[src/rtl/fetch_sequencer_pkg.sv]
// Shared definitions for the instruction-fetch controller: state encoding,
// default widths and the saturating wait-counter helper.
package fetch_sequencer_pkg;

  localparam int DATA_W_DEF  = 32;
  localparam int TIMEOUT_DEF = 255;
  localparam int CNT_W       = 8;

  typedef enum logic [2:0] {
    IDLE  = 3'd0,
    REQ   = 3'd1,
    WAIT  = 3'd2,
    HOLD  = 3'd3,
    DRAIN = 3'd4
  } fetch_state_t;

  // Counter stops at the limit rather than wrapping.
  function automatic logic [CNT_W-1:0] sat_inc(input logic [CNT_W-1:0] value,
                                               input logic [CNT_W-1:0] limit);
    return (value >= limit) ? value : value + 8'd1;
  endfunction

endpackage

[src/rtl/fetch_sequencer.sv]
// Instruction-fetch controller: reads one word at the PC, loads it into the IR,
// pulses inc_pc, and handles flush redirects and memory timeouts.
module fetch_sequencer
  import fetch_sequencer_pkg::*;
#(
  parameter int DATA_W  = DATA_W_DEF,
  parameter int TIMEOUT = TIMEOUT_DEF
) (
  input  logic              clock,
  input  logic              clear_n,
  input  logic              run,
  input  logic [DATA_W-1:0] pc_q,
  output logic              inc_pc,
  output logic [DATA_W-1:0] mem_addr,
  output logic              mem_rd,
  input  logic              mem_ready,
  input  logic [DATA_W-1:0] mem_rdata,
  output logic [DATA_W-1:0] ir,
  output logic              ir_valid,
  input  logic              ir_ready,
  input  logic              flush,
  output logic              fetch_err
);

  localparam logic [CNT_W-1:0] TIMEOUT_LIM = CNT_W'(TIMEOUT);

  fetch_state_t      state_reg, state_next;
  logic [CNT_W-1:0]  cnt_reg, cnt_next;
  logic [DATA_W-1:0] mar_reg;
  logic [DATA_W-1:0] ir_reg;
  logic              err_reg, err_next;
  logic              load_ir;
  logic              expire;

  // True on the last permitted wait cycle: one more miss reaches TIMEOUT.
  assign expire = (cnt_reg >= TIMEOUT_LIM - 8'd1);

  always_comb begin
    state_next = state_reg;
    cnt_next   = cnt_reg;
    err_next   = err_reg;
    load_ir    = 1'b0;
    case (state_reg)
      IDLE: begin
        if (!flush && run && !err_reg) state_next = REQ;
      end
      REQ: begin
        cnt_next   = '0;
        state_next = flush ? IDLE : WAIT;
      end
      WAIT: begin
        if (mem_ready) begin
          load_ir    = !flush;
          state_next = flush ? IDLE : HOLD;
        end else begin
          cnt_next = sat_inc(cnt_reg, TIMEOUT_LIM);
          if (flush) begin
            state_next = DRAIN;
          end else if (expire) begin
            err_next   = 1'b1;
            state_next = IDLE;
          end
        end
      end
      HOLD: begin
        if (flush)         state_next = IDLE;
        else if (ir_ready) state_next = run ? REQ : IDLE;
      end
      DRAIN: begin
        // The redirected request still owns the bus until its response lands.
        if (mem_ready) begin
          state_next = IDLE;
        end else begin
          cnt_next = sat_inc(cnt_reg, TIMEOUT_LIM);
          if (expire) begin
            err_next   = 1'b1;
            state_next = IDLE;
          end
        end
      end
      default: state_next = IDLE;
    endcase
  end

  always_ff @(posedge clock) begin
    if (!clear_n) begin
      state_reg <= IDLE;
      cnt_reg   <= '0;
      mar_reg   <= '0;
      ir_reg    <= '0;
      err_reg   <= 1'b0;
    end else begin
      state_reg <= state_next;
      cnt_reg   <= cnt_next;
      err_reg   <= err_next;
      // MAR is captured on entry to REQ so the address is valid alongside mem_rd.
      if (state_next == REQ) mar_reg <= pc_q;
      if (load_ir)           ir_reg  <= mem_rdata;
    end
  end

  assign mem_rd    = (state_reg == REQ);
  assign ir_valid  = (state_reg == HOLD);
  assign inc_pc    = load_ir;
  assign mem_addr  = mar_reg;
  assign ir        = ir_reg;
  assign fetch_err = err_reg;

endmodule

[config.mk]
export PLATFORM = sky130hd
export DESIGN_NAME = fetch_sequencer
export DESIGN_NICKNAME = d
export VERILOG_FILES = /design/src/rtl/fetch_sequencer_pkg.sv /design/src/rtl/fetch_sequencer.sv
export SDC_FILE = /design/constraint.sdc
export NUM_CORES = 1
export LEC_CHECK = 0
export CAP_MARGIN = 20
export CORE_ASPECT_RATIO = 0.8
export CORE_MARGIN = 8
export CORE_UTILIZATION = 37
export DETAILED_ROUTE_END_ITERATION = 7
export PLACE_DENSITY_LB_ADDON = 0.15
export SYNTH_ARGS = -nofsm -noshare
export SYNTH_HDL_FRONTEND = slang
export SYNTH_SLANG_ARGS = --single-unit
[constraint.sdc]
create_clock -name clock -period 1.6 [get_ports clock]
set_input_delay 0.48 -clock clock [delete_from_list [all_inputs] [get_ports clock]]
set_output_delay 0.48 -clock clock [all_outputs]
set_load 0.01 [all_outputs]
* After elaboration in Yosys (flattened, before gate mapping) *
Cells that the tools add are included.

storage, ports and cells
  output and inout port bits = 68
  memories = 0
  memory bits (read-only) = 0
  logic and storage cells = 49
  latch bits = 0
  memory bits (writable) = 0
  bits in registers = 76
  input port bits = 70

cells by class
  equality and inequality tests = 10
  shift operators = 0
  multiply operators = 0
  reductions and logical operators = 10
  $lt $le $gt $ge = 2
  add/sub/neg operators = 1
  mux-type cells = 21
  divide/modulo/power cells = 0
  bitwise logic cells = 0

operator list
  operator             count
  $mux 3               7
  $ge 8x8->1 const B   2
  $mux 8               2
  $pmux 8 s2           1
  $pmux 3 s5           1
  $ne 2x2->1 const B   5
  $add 8x1->8 const B  1
  $mux 1               7
  $eq 3x1->1 const B   2
  $eq 3x2->1 const B   2
  $mux 2               2
  $reduce_and 4->1     1
  $reduce_bool 2->1    2
  $eq 3x3->1 const B   1
  $logic_not 3->1      1
  $reduce_and 3->1     1
  $logic_and 1x1->1    2
  $logic_not 1->1      2
  $pmux 1 s2           1
  $reduce_or 2->1      1

* Logic depth before layout (Yosys ltp) *
Gate-level depths: netlist of run 1.

  depth after elaboration = 6
  depth in mapped cells = 8
  mapped depth without buffers = 6

* Worst setup path before layout of run 1 *
No wires, ideal clock.

  kind = input-to-output
  from = input flush
  to = output inc_pc
  arrival time = 1.126 ns
  setup slack = -0.006 ns
  stages = 4
  path through = nor2_1 -> nand3_2 -> inv_2 -> buf_2

on the way
  longest elaborated chain between the ends = 3

ends and longest elaborated chain
  element          RTL line               text
  from (decl)      fetch_sequencer.sv:21  input logic flush,
  $logic_not 1->1  fetch_sequencer.sv:53  load_ir = !flush;
  $mux 1           fetch_sequencer.sv:52  if (mem_ready) begin
  $mux 1           fetch_sequencer.sv:43  case (state_reg)
  to (decl)        fetch_sequencer.sv:13  output logic inc_pc,

Every way passes these cells.

* Final worst setup path of run 1 *
  from = register state_reg[0]
  to = output inc_pc

on the way
  longest elaborated chain between the ends = 2

ends and longest elaborated chain
  element                 RTL line               text
  from (decl)             fetch_sequencer.sv:27  fetch_state_t state_reg, state_next;
  from (signal assigned)  fetch_sequencer.sv:93  state_reg <= state_next;
  $eq 3x2->1              fetch_sequencer.sv:43
  $mux 1                  fetch_sequencer.sv:43

Every way passes these cells.

==> results of run 1 <==
==> synthesized netlist by cell type <==
| cell | n | area, sq um |
|---|---|---|
| a21boi_1 | 13 | 97.6 |
| a21oi_1 | 5 | 25.0 |
| a211oi_2 | 1 | 12.5 |
| a21boi_0 | 52 | 390 |
| nand4_1 | 5 | 31.3 |
| xnor2_1 | 6 | 52.6 |
| and3b_2 | 1 | 10.0 |
| buf_2 | 5 | 25.0 |
| nand3_2 | 1 | 10.0 |
| and2_1 | 3 | 18.8 |
| nor2_1 | 11 | 41.3 |
| nand3_1 | 7 | 35.0 |
| and3_1 | 1 | 6.26 |
| nand2_1 | 136 | 510 |
| o211ai_4 | 1 | 21.3 |
| ha_1 | 2 | 25.0 |
| nor2b_1 | 2 | 12.5 |
| nor4_1 | 2 | 12.5 |
| buf_4 | 5 | 37.5 |
| inv_1 | 2 | 7.51 |
| or2_2 | 1 | 6.26 |
| dfxtp_1 | 76 | 1520 |
| o21a_1 | 1 | 7.51 |
| nand2b_1 | 1 | 6.26 |
| and2b_1 | 1 | 7.51 |
| a2111oi_0 | 1 | 8.76 |
| clkbuf_1 | 13 | 48.8 |
| inv_2 | 1 | 3.75 |
| o31ai_1 | 1 | 7.51 |
| xor2_2 | 1 | 16.3 |
| a31oi_1 | 2 | 12.5 |
| o21ai_0 | 5 | 25.0 |
==> critical path: cells and delay by family, from the launching register on <==
family | cells | cell delay [ps]
flip-flops | 1 | 330
AND/OR/NAND/NOR | 2 | 320
buffers and inverters | 2 | 170
==> final cells by class <==
cell class | instances | area, sq um | area share (%)
clock buffers | 11 | 131 | 2.69
clock inverters | 5 | 37.5 | 0.769
inverters | 3 | 11.3 | 0.231
multi-input cells | 263 | 1470 | 30.2
flip-flops and latches | 76 | 1530 | 31.3
well taps | 108 | 135 | 2.77
repair buffers | 163 | 1560 | 32.0
==> logic make-up after synthesis <==
| group | Yosys count |
|---|---|
| AND/OR/NAND/NOR | 172 |
| adder cells (fa/ha/maj) | 2 |
| flip-flops | 76 |
| AO/OA/AOI/OAI | 82 |
| buffers and inverters | 26 |
| XOR/XNOR | 7 |
==> where the power goes <==
| part | internal (mW) | switching, mW |
|---|---|---|
| Combinational | 0.292 | 0.186 |
| Clock | 0.570 | 0.720 |
| Sequential | 1.93 | 0.0193 |
| Total | 2.80 | 0.925 |
==> metal layers <==
layer	vias up	wire length, um	share of wire [%]
li1	1496	-	-
met1	1340	4210	46
met2	85	4270	47
met3	5	562	6.2
met4	0	50	0.55
met5	-	0	0
==> repair_timing <==
action	in CTS	in global routing
setup buffers	3	1
pin swaps	4	5
setup endpoints to repair	78	68
hold buffers	0	0
gates resized for setup	96	13
cloned	1	1
==> worst paths after layout <==
check | slack, ps | end | cells after the start | start
worst min-delay path | 450 | ir[8] | 2 | ir[8]
worst min register to register | 450 | ir[8] | 2 | ir[8]
worst max-delay path | -50 | inc_pc | 4 | state_reg[0]
worst max register to register | 90 | mem_addr[13] | 7 | state_reg[1]
==> summary.md, run 1 <==
| Metric | Value |
|---|---|
| Synthesis Warnings | `0` |
| CP Class | `flop to primary output` |
| CTS tree | `done` |
| # DRC | `0` |
| Unique cell type count in the Yosys netlist | `32` |
| CTS max path bufs | `2` |
| Met3 Usage GRT | `5.92%` |
| Adder-cell share of the synthesized area | `0.819%` |
| Final max-slew violation count | `0` |
| Leakage Power | `2.06 nW` |
| DRT Pass-1 Iters | `4` |
| IO Pins | `138` |
| Placed cells | `609` |
| CTS Sinks | `76` |
| Seq/Total Area, Yosys | `49.8%` |
| TritonCTS Buffers | `9` |
| Most common cell after layout, fill and taps aside | `nand2_1` |
| Placed Area | `0.00465 sq mm` |
| Die area | `0.0114 sq mm` |
| Core Util, Final | `61.1%` |
| Final Total Pwr | `3.72 mW` |
| M2 GR Usage | `25.6%` |
| Final hold vios | `0` |
| Fin cells | `629` |
| PD cells | `763 mW/mm^2` |
| Minimum clock period | `1650 ps` |
| Initial Util | `38.3%` |
| Post-DR wirelength/cell | `14.5 um` |
| Worst-Margin Slew | `345 ps` |
| Vias in the first global route | `2816` |
| Tcrit/Tclk final | `103%` |
| IO buf count | `137` |
| WHS | `450 ps` |
| RePlAce Congestion | `0.834` |
| GRT met1 Usage | `19.4%` |
| Worst setup margin | `-45.9 ps` |
| Die W | `118 um` |
| Most Crowded Layer GR | `met2` |
| CP Cell Sequence | `and2b_1, nand3_2, inv_2, buf_6` |
| Largest net degree at the start of global routing | `35` |
| Clk slew on worst S/H paths | `90 ps` |
| Via/cell ratio | `4.65` |
| Post-route ant nets | `0` |
| Core area | `0.00798 sq mm` |
| Ant. Diodes | `0` |
| Slew HR | `77.0%` |
| Total wire length | `9.10 mm` |
| Gate Count Post-Synth | `365` |
| Cell Area, Synth | `0.00305 sq mm` |
| Synth Area in Compound Gates | `19.9%` |
| Net count after synthesis | `437` |
| Die height | `97.3 um` |
| Area delta synth->final | `59.7%` |
| Slowest-stage cell, CP | `dfxtp_2` |
| Final Cell Area | `0.00488 sq mm` |
| #FFs+latches synth | `76` |
| First-pass GRT wire length | `14.8 mm` |
| Post-synthesis mux area share | `0%` |
| Post-DP HPWL | `6.51 mm` |
| Clock Tree Root | `clkbuf_8` |
| Fillers | `761` |
| H-tree Lvls | `3` |
| Final #Nets | `588` |
| Post-synthesis simple-gate area fraction | `23.2%` |
| Crit. End Element | `primary output` |
| Initial antenna violation count | `0` |
| CP required | `1120 ps` |
| Most frequent cells in the layout | `nand2_1, dfxtp_1, dlygate4sd2_1, clkdlybuf4s50_1, a21boi_0` |
| Syn_area_per_cell | `8.37 sq um` |
| Maxcap violations | `0` |
| RSZ-0062 raised after global routing | `true` |
| Combinational family with the most area after synthesis | `simple AND/OR/NAND/NOR gates` |
| Initial drt markers | `129` |
| GR Overflow Total | `0` |
| Fmax | `608 MHz` |
| # setup viols final | `2` |
| # rows | `29` |
| Kind of start point of the critical path | `flop` |
| Outcome | `finished, violations left` |
| Clock skew | `15.4 ps` |
| Worst path arrival time | `1170 ps` |
| Share of layout cells above drive strength 1 | `12.9%` |
| CP max stage delay | `330 ps` |
| DR vias | `2926` |
| CP max FO | `3` |
| Failing checks | `negative setup slack` |
| Max VDD drop | `0.467 mV` |
| Clock latency at the later pin of the worst-skew pair | `340 ps` |
| Total GRT Usage | `15.7%` |
| Setup TNS | `-54.4 ps` |
| Setup WS pre-CTS | `-672 ps` |
| Worst hold path class | `flop to flop` |
| XOR/XNOR Fraction of Synth Area | `2.25%` |
Note: power is estimated with default switching activity, not from simulation.
==> run 2: changes to the inputs <==
--- a/config.mk
+++ b/config.mk
@@ -6,7 +6,6 @@
 export NUM_CORES = 1
 export LEC_CHECK = 0
 export CAP_MARGIN = 20
-export CORE_ASPECT_RATIO = 0.8
 export CORE_MARGIN = 8
 export CORE_UTILIZATION = 37
 export DETAILED_ROUTE_END_ITERATION = 7
==> summary.md, run 2 (synthesis gave the netlist of run 1 again) <==
| Metric | Value |
|---|---|
| CTS tree | `done` |
| GR Overflow Total | `0` |
| Initial antenna violation count | `0` |
| Final max-slew violation count | `0` |
| Fmax | `616 MHz` |
| Core Util, Final | `60.7%` |
| Share of layout cells above drive strength 1 | `13.5%` |
| # setup viols final | `1` |
| Ant. Diodes | `0` |
| Fillers | `775` |
| RePlAce Congestion | `0.792` |
| Core area | `0.00809 sq mm` |
| Worst hold path class | `flop to flop` |
| Initial Util | `37.7%` |
| # rows | `33` |
| Failing checks | `negative setup slack` |
| Final #Nets | `592` |
| Clock skew | `8.16 ps` |
| H-tree Lvls | `3` |
| Clk slew on worst S/H paths | `70 ps` |
| Initial drt markers | `94` |
| Hold buffer count at CTS | `0` |
| Die area | `0.0114 sq mm` |
| Worst reg-to-reg setup slack | `90 ps` |
| Maxcap violations | `0` |
| # DRC | `0` |
| RR Endpoint | `fetch_err` |
| Via/cell ratio | `4.62` |
| Worst path arrival time | `1140 ps` |
| Most common cell after layout, fill and taps aside | `nand2_1` |
| Die W | `107 um` |
| First-pass GRT wire length | `13.9 mm` |
| CTS max path bufs | `2` |
| TritonCTS Buffers | `9` |
| Post-DP HPWL | `6.38 mm` |
| Crit. End Element | `primary output` |
| Leakage Power | `2.10 nW` |
| PD cells | `797 mW/mm^2` |
| RSZ-0062 raised after global routing | `true` |
| DRT Pass-1 Iters | `4` |
| Tcrit/Tclk final | `101%` |
| CP max FO | `3` |
| IO buf count | `137` |
| Kind of start point of the critical path | `flop` |
| Slew HR | `76.4%` |
| DR vias | `2913` |
| Clock latency at the later pin of the worst-skew pair | `340 ps` |
| Most frequent cells in the layout | `nand2_1, dfxtp_1, dlygate4sd2_1, clkdlybuf4s50_1, a21boi_0` |
| Critical Path Start | `state_reg[0]` |
| Post-route ant nets | `0` |
| Worst-Margin Slew | `355 ps` |
| Max VDD drop | `0.385 mV` |
| Outcome | `finished, violations left` |
| Worst r2r path cells | `5` |
| Vias in the first global route | `2801` |
| Total GRT Usage | `15.0%` |
| Largest net degree at the start of global routing | `36` |
| CP required | `1120 ps` |
| CP Class | `flop to primary output` |
| Die height | `107 um` |
| IO Pins | `138` |
| CTS Sinks | `76` |
| Worst setup margin | `-23.1 ps` |
| Post-DR wirelength/cell | `14.3 um` |
| Area delta synth->final | `60.7%` |
| Final hold vios | `0` |
| Final Total Pwr | `3.91 mW` |
| Critical path destination | `inc_pc` |
| Total wire length | `8.99 mm` |
| Clock Tree Root | `clkbuf_8` |
| Minimum clock period | `1620 ps` |
| Worst reg2reg path startpoint | `cnt_reg[3]` |
[run 2: cell type report]
type | count | area, sq um | area share [%]
Timing Repair Buffer | 167 | 1570 | 31.9
Sequential cell | 76 | 1530 | 31.2
Multi-Input combinational cell | 263 | 1470 | 29.8
Clock buffer | 12 | 155 | 3.16
Tap cell | 105 | 131 | 2.68
Clock inverter | 4 | 47.5 | 0.969
Inverter | 3 | 11.3 | 0.229
[run 2: repair_timing]
item                                   in CTS  in global routing
pin swaps                                   2                  7
cloned                                      0                  2
setup buffers                               4                  2
endpoints found under the hold margin       0                  0
resized for setup                          88                 16
setup endpoints to repair                  69                 40
[run 2: how the worst min path moves through the flow]
stage | start | cells past startpoint | slack [ps] | endpoint
5_1_grt | mem_addr[15] | 2 | 470 | mem_addr[15]
3_3_place_gp | mem_addr[0] | 2 | 440 | mem_addr[0]
4_1_cts | ir[21] | 2 | 450 | ir[21]
3_5_place_dp | ir[30] | 2 | 450 | ir[30]
2_1_floorplan | ir[20] | 2 | 480 | ir[20]
6_report | mem_addr[31] | 2 | 450 | mem_addr[31]
[run 2: power by group]
part | switching, mW | internal (mW)
Combinational | 0.185 | 0.288
Sequential | 0.0203 | 1.93
Clock | 0.684 | 0.802
Total | 0.890 | 3.02
[run 2: critical path, cell delays in order, from the launching register on]
cell,delay [ps]
dfxtp_2,330
and2b_2,220
nand3_2,90
inv_2,70
buf_6,100
[run 2: metrics by stage]
stage          worst slack (ps)  setup TNS [ps]  hold WS [ps]  instance area, sq um  std cells
5_1_grt                   -91.1            -132           473                  4910        630
2_1_floorplan              29.7               0           479                  3060        365
3_5_place_dp               -666          -23110           447                  4640        607
3_3_place_gp               -645          -20430           440                  4640        607
4_1_cts                   -56.7           -56.7           454                  4800        627
6_report                  -23.1           -23.1           450                  4910        630
[run 2: per-layer routing]
layer / vias up / global-route usage, % / routed length (um)
li1: 1506 / - / -
met1: 1323 / 16.9 / 3880
met2: 73 / 25.0 / 4340
met3: 11 / 5.28 / 653
met4: 0 / 6.33 / 108
met5: - / 0 / 0
